## src/rtl/riscv_ctrl_pipe.sv

```systemverilog
// Control-path pipeline for the RV32I core: per-stage control/valid from ID through EX..WB,
// with bubble/flush/stall handling, load-use hazard detection and forwarding-source selection.
module riscv_ctrl_pipe #(
    parameter int unsigned NUM_STAGES    = 3,
    parameter int unsigned CTRL_W        = 24,
    parameter int unsigned LOAD_USE_DIST = 1,
    localparam int unsigned SEL_W        = $clog2(NUM_STAGES + 1)
) (
    input  logic                         i_clk,
    input  logic                         i_rst_n,
    input  logic                         i_id_valid,
    input  logic                         i_id_rd_wren,
    input  logic [4:0]                   i_id_rd_addr,
    input  logic [4:0]                   i_id_rs1_addr,
    input  logic [4:0]                   i_id_rs2_addr,
    input  logic                         i_id_rs1_used,
    input  logic                         i_id_rs2_used,
    input  logic                         i_id_mem_load,
    input  logic [CTRL_W-1:0]            i_id_ctrl,
    input  logic                         i_flush,
    input  logic                         i_stall_ext,
    output logic                         o_stall_id,
    output logic [NUM_STAGES-1:0]        o_stg_valid,
    output logic [NUM_STAGES-1:0]        o_stg_rd_wren,
    output logic [5*NUM_STAGES-1:0]      o_stg_rd_addr,
    output logic [NUM_STAGES-1:0]        o_stg_mem_load,
    output logic [CTRL_W*NUM_STAGES-1:0] o_stg_ctrl,
    output logic [SEL_W-1:0]             o_fwd_rs1_sel,
    output logic [SEL_W-1:0]             o_fwd_rs2_sel,
    output logic [31:0]                  o_retire_cnt
);

    localparam int unsigned RD_W = 5;

    logic [NUM_STAGES-1:0]        valid_q, valid_d;
    logic [NUM_STAGES-1:0]        wren_q, wren_d;
    logic [NUM_STAGES-1:0]        load_q, load_d;
    logic [RD_W*NUM_STAGES-1:0]   rd_q, rd_d;
    logic [CTRL_W*NUM_STAGES-1:0] ctrl_q, ctrl_d;
    logic [31:0]                  cnt_q, cnt_d;

    logic                         found1, found2;
    logic                         near_ld1, near_ld2;
    logic [SEL_W-1:0]             sel1, sel2;
    logic                         hazard_c;
    logic                         take_id;

    // Youngest matching producer per operand; a too-close load blocks forwarding.
    always_comb begin
        found1   = 1'b0;
        found2   = 1'b0;
        near_ld1 = 1'b0;
        near_ld2 = 1'b0;
        sel1     = '0;
        sel2     = '0;
        for (int unsigned k = 0; k < NUM_STAGES; k++) begin
            if (!found1 && valid_q[k] && wren_q[k] && i_id_rs1_used &&
                (i_id_rs1_addr != 5'd0) && (rd_q[RD_W*k +: RD_W] == i_id_rs1_addr)) begin
                found1   = 1'b1;
                sel1     = SEL_W'(k + 1);
                near_ld1 = load_q[k] && (k < LOAD_USE_DIST);
            end
            if (!found2 && valid_q[k] && wren_q[k] && i_id_rs2_used &&
                (i_id_rs2_addr != 5'd0) && (rd_q[RD_W*k +: RD_W] == i_id_rs2_addr)) begin
                found2   = 1'b1;
                sel2     = SEL_W'(k + 1);
                near_ld2 = load_q[k] && (k < LOAD_USE_DIST);
            end
        end
    end

    assign hazard_c      = i_id_valid & (near_ld1 | near_ld2);
    assign o_stall_id    = hazard_c & ~i_flush;
    assign o_fwd_rs1_sel = near_ld1 ? '0 : sel1;
    assign o_fwd_rs2_sel = near_ld2 ? '0 : sel2;
    assign take_id       = i_id_valid & ~i_flush & ~hazard_c;

    // Next state: shift when running, hold when frozen (flush still kills stage 0).
    always_comb begin
        valid_d = valid_q;
        wren_d  = wren_q;
        load_d  = load_q;
        rd_d    = rd_q;
        ctrl_d  = ctrl_q;
        cnt_d   = cnt_q;
        if (!i_stall_ext) begin
            for (int unsigned k = 1; k < NUM_STAGES; k++) begin
                valid_d[k]                 = valid_q[k-1];
                wren_d[k]                  = wren_q[k-1];
                load_d[k]                  = load_q[k-1];
                rd_d[RD_W*k +: RD_W]       = rd_q[RD_W*(k-1) +: RD_W];
                ctrl_d[CTRL_W*k +: CTRL_W] = ctrl_q[CTRL_W*(k-1) +: CTRL_W];
            end
            cnt_d = cnt_q + 32'(valid_q[NUM_STAGES-1]);
            if (take_id) begin
                valid_d[0]          = 1'b1;
                wren_d[0]           = i_id_rd_wren;
                load_d[0]           = i_id_mem_load;
                rd_d[0 +: RD_W]     = i_id_rd_addr;
                ctrl_d[0 +: CTRL_W] = i_id_ctrl;
            end else begin
                valid_d[0]          = 1'b0;
                wren_d[0]           = 1'b0;
                load_d[0]           = 1'b0;
                rd_d[0 +: RD_W]     = '0;
                ctrl_d[0 +: CTRL_W] = '0;
            end
        end else if (i_flush) begin
            valid_d[0]          = 1'b0;
            wren_d[0]           = 1'b0;
            load_d[0]           = 1'b0;
            rd_d[0 +: RD_W]     = '0;
            ctrl_d[0 +: CTRL_W] = '0;
        end
    end

    always_ff @(posedge i_clk or negedge i_rst_n) begin
        if (!i_rst_n) begin
            valid_q <= '0;
            wren_q  <= '0;
            load_q  <= '0;
            rd_q    <= '0;
            ctrl_q  <= '0;
            cnt_q   <= '0;
        end else begin
            valid_q <= valid_d;
            wren_q  <= wren_d;
            load_q  <= load_d;
            rd_q    <= rd_d;
            ctrl_q  <= ctrl_d;
            cnt_q   <= cnt_d;
        end
    end

    assign o_stg_valid    = valid_q;
    assign o_stg_rd_wren  = wren_q;
    assign o_stg_rd_addr  = rd_q;
    assign o_stg_mem_load = load_q;
    assign o_stg_ctrl     = ctrl_q;
    assign o_retire_cnt   = cnt_q;

endmodule

```

## config.mk

```make
export PLATFORM = sky130hd
export DESIGN_NAME = riscv_ctrl_pipe
export DESIGN_NICKNAME = d
export VERILOG_FILES = /design/src/rtl/riscv_ctrl_pipe.sv
export SDC_FILE = /design/constraint.sdc
export NUM_CORES = 1
export LEC_CHECK = 0
export CAP_MARGIN = 0
export CELL_PAD_IN_SITES_DETAIL_PLACEMENT = 1
export CELL_PAD_IN_SITES_GLOBAL_PLACEMENT = 2
export CORE_ASPECT_RATIO = 0.75
export CORE_MARGIN = 5
export CORE_UTILIZATION = 29
export DETAILED_ROUTE_END_ITERATION = 6
export GPL_TIMING_DRIVEN = 0
export PLACE_DENSITY_LB_ADDON = 0.1
export SLEW_MARGIN = 10
export SYNTH_ARGS = -nofsm -noshare
export SYNTH_HDL_FRONTEND = slang
export SYNTH_SLANG_ARGS = --single-unit
```

## constraint.sdc

```tcl
create_clock -name i_clk -period 2.85 [get_ports i_clk]
set_input_delay 0.4275 -clock i_clk [delete_from_list [all_inputs] [get_ports i_clk]]
set_output_delay 0.4275 -clock i_clk [all_outputs]
set_load 0.05 [all_outputs]
```

Word-level counts from Yosys, hierarchy flattened. Cells that the tools add are included.

Input bits: 48. Logic and storage cells: 90. Output and inout port bits: 133. Bits in registers: 128.

Muxes and demuxes: 31. Add/sub/neg operators: 1. Equal/unequal tests: 7. Reductions and logical operators: 33. Bitwise gates (word level): 7.

Operator list (count): 2-to-1 mux 24 bit (3); adder 32 x 1 -> 32 bit (1); == test 5 bit (6); logical AND 1 bit (27); 2-to-1 mux 1 bit (19); 2-to-1 mux 5 bit (3); 2-to-1 mux 2 bit (6); nonzero test 5 bit (2); bitwise AND 1 bit (4); zero test 1 bit (4); inequality test 2 bit, second input constant (1); NOT 1 bit (2); bitwise OR 1 bit (1).

Depth between registers and ports, before layout. Gate-level depths: netlist of run 1.

Word-level depth: 25. Mapped depth: 7. Depth with buffers taken out: 7.

Worst setup path before layout of run 1. Ideal clock, no wire load.

Path kind: reg2out. Start: register rd_q[5] (netlist: o_stg_rd_addr[5]). End: output o_fwd_rs2_sel[1]. Data required time: 2.423 ns. Cell stages (with the launch flop): 5. Arrival time: 2.244 ns. Path buffers: 0. Path slack: 0.179 ns. Cells stage by stage: dfrtp_1 > xnor2_1 > nand4_1 > or4_1 > a21oi_1.

Cells in the longest elaborated chain, start to end: 11. Elaborated cells on any way between the ends: 14. Those cells by class: eq/ne (1); mux (6); reduce/logical (7).

RTL lines: start, declared (line 38) `logic [RD_W*NUM_STAGES-1:0] rd_q, rd_d;`; start signal, assigned (line 129) `rd_q <= rd_d;`; == test 5 bit * (line 64) `(i_id_rs2_addr != 5'd0) && (rd_q[RD_W*k +: RD_W] == i_id_rs2_addr)) begin`; logical AND 1 bit * (line 64); 2-to-1 mux 1 bit (line 63) `if (!found2 && valid_q[k] && wren_q[k] && i_id_rs2_used &&`; zero test 1 bit (line 63); logical AND 1 bit (4 in a row) (line 63); logical AND 1 bit (line 64); 2-to-1 mux 2 bit or 2-to-1 mux 1 bit (tied branches) (line 63); 2-to-1 mux 2 bit * (line 75) `assign o_fwd_rs2_sel = near_ld2 ? '0 : sel2;`; end, declared (line 29) `output logic [SEL_W-1:0] o_fwd_rs2_sel,`.

Every way passes the cells marked *; elsewhere a longest branch is shown, timed or not.

Final worst setup path of run 1.
Start: input i_id_rs1_addr[3]. End: output o_stall_id.

Cells in the longest elaborated chain, start to end: 21. Elaborated cells on any way between the ends: 26. Those cells by class: eq/ne (3); mux (5); bitwise (3); reduce/logical (15).

RTL lines: start, declared (line 14) `input logic [4:0] i_id_rs1_addr,`; nonzero test 5 bit (line 58) `(i_id_rs1_addr != 5'd0) && (rd_q[RD_W*k +: RD_W] == i_id_rs1_addr)) begin`; logical AND 1 bit (line 57) `if (!found1 && valid_q[k] && wren_q[k] && i_id_rs1_used &&`; logical AND 1 bit (line 58); 2-to-1 mux 1 bit (line 57); zero test 1 bit (line 57); logical AND 1 bit (4 in a row) (line 57); logical AND 1 bit (line 58); 2-to-1 mux 1 bit (line 57); zero test 1 bit (line 57); logical AND 1 bit (4 in a row) (line 57); logical AND 1 bit (line 58); 2-to-1 mux 1 bit * (line 57); bitwise OR 1 bit * (line 72) `assign hazard_c = i_id_valid & (near_ld1 | near_ld2);`; bitwise AND 1 bit * (line 72); bitwise AND 1 bit * (line 73) `assign o_stall_id = hazard_c & ~i_flush;`; end, declared (line 22) `output logic o_stall_id,`.

Marks and branches as above.

==> results.sh, run 1 <==
export IMPL_outcome="complete, no violations"
export IMPL_yosys_top_cells_area="dfrtp_1 (58%), mux2_2 (14%), xnor2_1 (7.5%)"
export IMPL_gp_congestion=0.8552
export IMPL_post_route_period_util_pct=97.50
export IMPL_drive_gt1_share_pct=17.84
export IMPL_fin_crit_ps=2779
export IMPL_port_buffers=179
export IMPL_hold_ws_ps=372.9
export IMPL_worstHoldPathType="input port to flop"
export IMPL_finalSetupViolations=0
export IMPL_htree_levels=4
export IMPL_synth_most_common_cell="dfrtp_1"
export IMPL_synthMuxAreaShare_pct=13.89
export IMPL_layout_cells_non_filler=914
export IMPL_worst_ir_drop_vdd_v=0.0003086
export IMPL_synth_commonest_cells="dfrtp_1 (128), nand2_1 (77), mux2_2 (66)"
export IMPL_dp_cells=881
export IMPL_insertion_delay_ps=420
export IMPL_dpl_hpwl_mm=12.53
export IMPL_viasPerCell=4.633
export IMPL_crit_family="buffers and inverters"
export IMPL_critPathMaxFanout=6
export IMPL_synthArstFlopShare_pct=100.0
export IMPL_synth_edf_count=0
export IMPL_p_per_area_nw_per_um2=632.3
export IMPL_synth_flop_cell="dfrtp_1"
export IMPL_maxSlewHeadroom_pct=39.61
export IMPL_synth_seq_cells=128
export IMPL_overflow=0
export IMPL_drt_initial_drc_count=188
export IMPL_coreArea_um2=18560
export IMPL_finalHoldViolCount=0
export IMPL_io_pins=181
export IMPL_row_count=43
export IMPL_critPathBufInv=2
export IMPL_fillers=2017
export IMPL_fin_util_pct=44.43
export IMPL_die_height_um=129.2
export IMPL_dieArea_um2=21830
export IMPL_cp_required_ps=2420
export IMPL_fin_nets=704
export IMPL_synth_xor_area_share_pct=9.563
export IMPL_wire_per_inst_um=18.69
export IMPL_post_cts_buffers=0
export IMPL_drc=0
export IMPL_p_leak_nw=3.575
export IMPL_wirelength_mm=17.09
export IMPL_worst_path_max_delay_cell="clkdlybuf4s50_1"
export IMPL_tns_ps=0
export IMPL_synthSimpleGateAreaFrac_pct=12.77
export IMPL_root_buffer="clkbuf_16"
export IMPL_firstDrtPassIters=6
export IMPL_finClkSkew_ps=13.33
export IMPL_critPathArrivalTime_ps=2350
export IMPL_cap_violations=0
export IMPL_yosysWarnings=0
export IMPL_synth_top_area_share_pct=58.29
export IMPL_synthesis_nets=504
export IMPL_area_delta_synth_final_pct=50.07
export IMPL_cts_tree="built"
export IMPL_numCtsBuffers=17
export IMPL_die_x_um=169.0
export IMPL_grt_pass1_vias=4616
export IMPL_cts_clk_slew_worst_paths_ps=60
export IMPL_diodes=0
export IMPL_tightestPinTransition_ps=905.8
export IMPL_start_kind="input port"
export IMPL_synth_top_family_by_area="multiplexers"
export IMPL_cts_sinks=128
export IMPL_clock_fmax_mhz=359.9
export IMPL_rsz0062_at_grt="false"
export IMPL_grt_usage_pct=16.08
export IMPL_path_class="input port to output port"
export IMPL_syn_inst=454
export IMPL_synth_fa_ha_area_share_pct=0.4554
export IMPL_vias=4235
export IMPL_grt_pass1_wl_mm=26.97
export IMPL_slew_viol_final=0
export IMPL_endpoint_kind="output port"
export IMPL_crit_chain="clkdlybuf4s50_1 -> or4_1 -> o21ai_2 -> nor3_2 -> o21a_2 -> nor2b_1 -> clkbuf_4"
export IMPL_synth_seq_area_share_pct=58.29
export IMPL_start_util_pct=29.61
export IMPL_synth_compound_area_share_pct=3.461
export IMPL_slowest_delay_ps=520
export IMPL_antenna_found_initial=1
export IMPL_drtAntennaViolNets=0
export IMPL_synth_distinct_cells=34
export IMPL_avgSynthCellArea_um2=12.10
export IMPL_clockBufferDepth=2
export IMPL_yosys_area_top_type="dfrtp_1"
export IMPL_finalPower_mw=5.215
export IMPL_synth_area_um2=5495
export IMPL_grt_max_degree=80
==> layer usage <==
layer	share of wire (%)	up-vias	global-route usage, %
met5	0.076	-	0
met4	1.2	2	4.866
met3	8.4	16	6.862
li1	-	1948	-
met1	47	2143	22.09
met2	43	126	23.09
==> power breakdown <==
| group | leakage (nW) | switching [mW] | total, mW | internal [mW] |
|---|---|---|---|---|
| registers | 1.74 | 0.109 | 2.03 | 1.92 |
| clock network | 0.285 | 0.849 | 2.27 | 1.43 |
| logic | 1.55 | 0.570 | 0.913 | 0.343 |
| total | 3.57 | 1.53 | 5.21 | 3.69 |
==> sequential cells by signal (all words and copies together), names as in the netlist <==
| name | cells |
|---|---|
| o_stg_rd_wren | 3 |
| o_retire_cnt | 32 |
| o_stg_ctrl | 72 |
| o_stg_mem_load | 3 |
| o_stg_valid | 3 |
| o_stg_rd_addr | 15 |
==> layout make-up <==
type                       count  area [µm²]  share of cell area [%]
buffer                        18       78.83                  0.9558
clock buffer                  20       456.7                   5.538
clock inverter                12       158.9                   1.927
inverter                       2       7.507                 0.09103
multi-input combinational    306        2225                   26.98
sequential                   128        3203                   38.84
tap                          247       309.0                   3.748
timing repair buffer         181        1808                   21.92
==> worst reg2reg max path: cells and delay by family, from the launching register on <==
family                     cells  cell delay (ps)
xor gates and xnor gates       1              150
adders and majority gates      1              230
DFF                            1              440
and+or+nand+nor                4             1430
==> layout by cell type, fill, tap and decap left out, drive strengths merged, types with 2 or more instances in the layout <==
| cell | count |
|---|---|
| nor2b | 2 |
| and3 | 2 |
| nand3 | 13 |
| xor2 | 13 |
| nand2 | 77 |
| inv | 3 |
| clkbuf | 36 |
| clkinv | 3 |
| nor2 | 10 |
| clkdlybuf4s50 | 166 |
| o21ai | 33 |
| nand2b | 4 |
| nor3 | 5 |
| nand4b | 2 |
| buf | 9 |
| xnor2 | 47 |
| mux2i | 2 |
| bufinv | 3 |
| or4 | 5 |
| and4 | 4 |
| dlygate4sd2 | 6 |
| mux2 | 66 |
| or3 | 3 |
| a21oi | 2 |
| ha | 2 |
| nand4 | 9 |
| clkinvlp | 5 |
| dfrtp | 128 |
==> metrics by stage <==
step | setup slack (ps) | instance area, µm²
after CTS | 48.17 | 8239
after global placement | -4031 | 7596
after global routing | 6.090 | 8247
final | 71.24 | 8247
after detailed placement | -736.4 | 7625
after floorplan | 178.8 | 5495
==> worst paths after layout <==
| kind | endpoint | from | slack [ps] | cells past startpoint |
|---|---|---|---|---|
| hold / removal | o_retire_cnt[4] | i_stall_ext | 370 | 3 |
| setup reg to reg | o_retire_cnt[31] | o_stg_valid[2] | 480 | 6 |
| min in group asynchronous | o_stg_ctrl[50] | i_rst_n | 520 | 2 |
| hold reg to reg | o_retire_cnt[31] | o_retire_cnt[31] | 480 | 1 |
| setup / recovery | o_stall_id | i_id_rs1_addr[3] | 70 | 7 |
| max in group asynchronous | o_stg_ctrl[45] | i_rst_n | 1540 | 3 |
==> cell families after synthesis <==
group | count (synthesis)
AND/OR/NAND/NOR | 139
flip-flops | 128
multiplexers | 68
XOR/XNOR | 60
AO/OA/AOI/OAI | 37
buffers and inverters | 20
adder cells (fa/ha/maj) | 2
==> repair_timing <==
action	CTS	global route
resized for setup	37	3
setup endpoints to repair	5	2
hold buffers	1	0
endpoints found under the hold margin	49	0
pin swaps	1	2
Note: power is estimated with default switching activity, not from simulation.
==> inputs of run 2 (changes only) <==
--- a/config.mk
+++ b/config.mk
@@ -13,6 +13,7 @@
 export CORE_UTILIZATION = 29
 export DETAILED_ROUTE_END_ITERATION = 6
 export GPL_TIMING_DRIVEN = 0
+export HOLD_SLACK_MARGIN = 0.05
 export PLACE_DENSITY_LB_ADDON = 0.1
 export SLEW_MARGIN = 10
 export SYNTH_ARGS = -nofsm -noshare
==> results of run 2 <==
The final DEF is identical to that of run 1; final timing and power are the same.
==> inputs of run 3 (changes only) <==
--- a/config.mk
+++ b/config.mk
@@ -5,6 +5,7 @@
 export SDC_FILE = /design/constraint.sdc
 export NUM_CORES = 1
 export LEC_CHECK = 0
+export ABC_AREA = 0
 export CAP_MARGIN = 0
 export CELL_PAD_IN_SITES_DETAIL_PLACEMENT = 1
 export CELL_PAD_IN_SITES_GLOBAL_PLACEMENT = 2
@@ -15,6 +16,7 @@
 export GPL_TIMING_DRIVEN = 0
 export HOLD_SLACK_MARGIN = 0.05
 export PLACE_DENSITY_LB_ADDON = 0.1
+export SKIP_CTS_REPAIR_TIMING = 1
 export SLEW_MARGIN = 10
 export SYNTH_ARGS = -nofsm -noshare
 export SYNTH_HDL_FRONTEND = slang
==> run 3 against run 2 <==
Setup slack improved by 16 ps. Cell count did not move. Critical path depth did not move. Fmax rose by 0.59%. Hold slack barely moved. Register-to-register slack barely moved. Clock power barely moved. Non-clock buffer count did not move. Highest routed layer unchanged.
==> results.sh, run 3 (synthesis results as in run 1) <==
export IMPL_critPathArrivalTime_ps=2340
export IMPL_cap_violations=0
export IMPL_largest_reg_flops=72
export IMPL_comb_power_share_pct=17.5
export IMPL_final_common_cell="clkdlybuf4s50_1"
export IMPL_dieArea_um2=21830
export IMPL_grt_usage_pct=16.06
export IMPL_path_class="input port to output port"
export IMPL_drt_initial_drc_count=169
export IMPL_drtAntennaViolNets=0
export IMPL_reg2reg_slack_ps=480
export IMPL_root_buffer="clkbuf_16"
export IMPL_endpoint_kind="output port"
export IMPL_grt_pass1_vias=4617
export IMPL_cts_tree="built"
export IMPL_drive_gt1_share_pct=17.84
export IMPL_worst_ir_drop_vdd_v=0.0003088
export IMPL_diodes=0
export IMPL_antenna_found_initial=1
export IMPL_area_delta_synth_final_pct=50.52
export IMPL_rr_worst_depth=6
export IMPL_vias=4237
export IMPL_wirelength_mm=17.08
export IMPL_drc=0
export IMPL_met1_length_mm=8.043
export IMPL_grt_pass1_wl_mm=26.93
export IMPL_fin_crit_ps=2763
export IMPL_die_x_um=169.0
export IMPL_coreArea_um2=18560
export IMPL_post_route_period_util_pct=96.93
export IMPL_clockBufferDepth=2
export IMPL_crit_chain="clkdlybuf4s50_1 -> xnor2_1 -> nand4_1 -> or3_1 -> nand2b_1 -> mux2i_1 -> clkbuf_4"
export IMPL_critPathMaxFanout=4
export IMPL_wl_met2_mm=7.391
export IMPL_p_leak_nw=3.629
export IMPL_power_switching_mw=1.528
export IMPL_outcome="complete, no violations"
export IMPL_insertion_delay_ps=420
export IMPL_wl_met3_mm=1.420
export IMPL_viasPerCell=4.636
export IMPL_finalHoldViolCount=0
export IMPL_slew_viol_final=0
export IMPL_start_kind="input port"
export IMPL_overflow=0
export IMPL_preCtsSetupSlack_ps=-736.4
export IMPL_firstDrtPassIters=6
export IMPL_numCtsBuffers=17
export IMPL_row_count=43
export IMPL_p_int_mw=3.689
export IMPL_top_layer="met5"
export IMPL_maxSlewHeadroom_pct=39.62
export IMPL_p_sw_share_pct=29.29
export IMPL_die_height_um=129.2
export IMPL_tightestPinTransition_ps=905.7
export IMPL_gp_congestion=0.8552
export IMPL_grt_max_degree=80
export IMPL_dpl_hpwl_mm=12.53
export IMPL_cp_required_ps=2420
export IMPL_power_frac_seq_pct=38.8
export IMPL_cts_clk_slew_worst_paths_ps=60
export IMPL_start_util_pct=29.61
export IMPL_io_pins=181
export IMPL_rsz0062_at_grt="false"
export IMPL_clkPwrFrac_pct=43.6
export IMPL_mostFrequentLayoutCells="clkdlybuf4s50_1 (165), dfrtp_1 (128), nand2_1 (77)"
export IMPL_fin_nets=704
export IMPL_worstHoldPathType="input port to flop"
export IMPL_finalSetupViolations=0
export IMPL_worst_path_max_delay_cell="clkdlybuf4s50_1"
export IMPL_fillers=2011
export IMPL_whs_path_depth=3
export IMPL_fin_ws_ps=87.43
export IMPL_slowest_delay_ps=620
export IMPL_cts_sinks=128
export IMPL_port_buffers=179
export IMPL_finClkSkew_ps=13.34
export IMPL_htree_levels=4
export IMPL_p_per_area_nw_per_um2=630.7
export IMPL_finalPower_mw=5.217
export IMPL_clock_fmax_mhz=362.0
export IMPL_wire_per_inst_um=18.68
## run 3: cell types whose count changed in the layout (fill, tap and decap cells not counted), sizes merged
cell | previous run | this run
dlymetal6s2s | 1 | 8
clkdlybuf4s50 | 166 | 165
dlygate4sd2 | 6 | 0
clkbuf | 36 | 38
buf | 9 | 7
## run 3: power groups by stage
| stage | clock [mW] | combinational, mW | sequential, mW |
|---|---|---|---|
| finish | 2.28 | 0.915 | 2.03 |
| global route | 2.44 | 0.964 | 2.04 |
| CTS | 2.35 | 0.930 | 2.03 |
| global placement | 0 | 0.911 | 2.05 |
| detailed placement | 0 | 0.925 | 2.06 |
| floorplan | 0 | 0.183 | 2.39 |
## run 3: final timing paths
path	startpoint	endpoint
setup / recovery	i_id_rs1_addr[4]	o_fwd_rs1_sel[0]
hold / removal	i_stall_ext	o_retire_cnt[4]
setup reg to reg	o_stg_valid[2]	o_retire_cnt[31]
hold reg to reg	o_retire_cnt[31]	o_retire_cnt[31]
max in group asynchronous	i_rst_n	o_stg_ctrl[45]
min in group asynchronous	i_rst_n	o_stg_ctrl[50]
## run 3: layout make-up
cell class / count / area (µm²) / share of cell area (%)
clock inverters: 12 / 158.9 / 1.921
flip-flops and latches: 128 / 3203 / 38.72
clock buffers: 20 / 456.7 / 5.521
plain buffers: 18 / 78.83 / 0.9530
repair buffers: 181 / 1833 / 22.16
multi-input cells: 306 / 2225 / 26.89
inverters: 2 / 7.507 / 0.09076
well taps: 247 / 309.0 / 3.736
## run 3: routing by layer
layer	vias to the layer above	global-route usage (%)
met3	16	6.923
met5	-	0
met2	126	23.07
li1	1948	-
met1	2145	22.02
met4	2	4.866
## run 3: worst max-delay path, delay by kind of cell
kind          cells  cell delay (ps)
buf+inv           2              910
simple gates      3              610
mux               1              220
xor+xnor          1              160
## run 3: metrics by stage
stage	setup TNS, ps	hold slack, ps	utilization, %	cell area [µm²]	cells
floorplan	0	131.9	-	5495	454
global placement	-517080	462.2	40.92	7596	880
detailed placement	-3113	410.1	41.08	7625	881
CTS	-3148	-44.88	44.40	8240	913
global route	0	363.4	44.56	8272	914
finish	0	372.7	44.56	8272	914
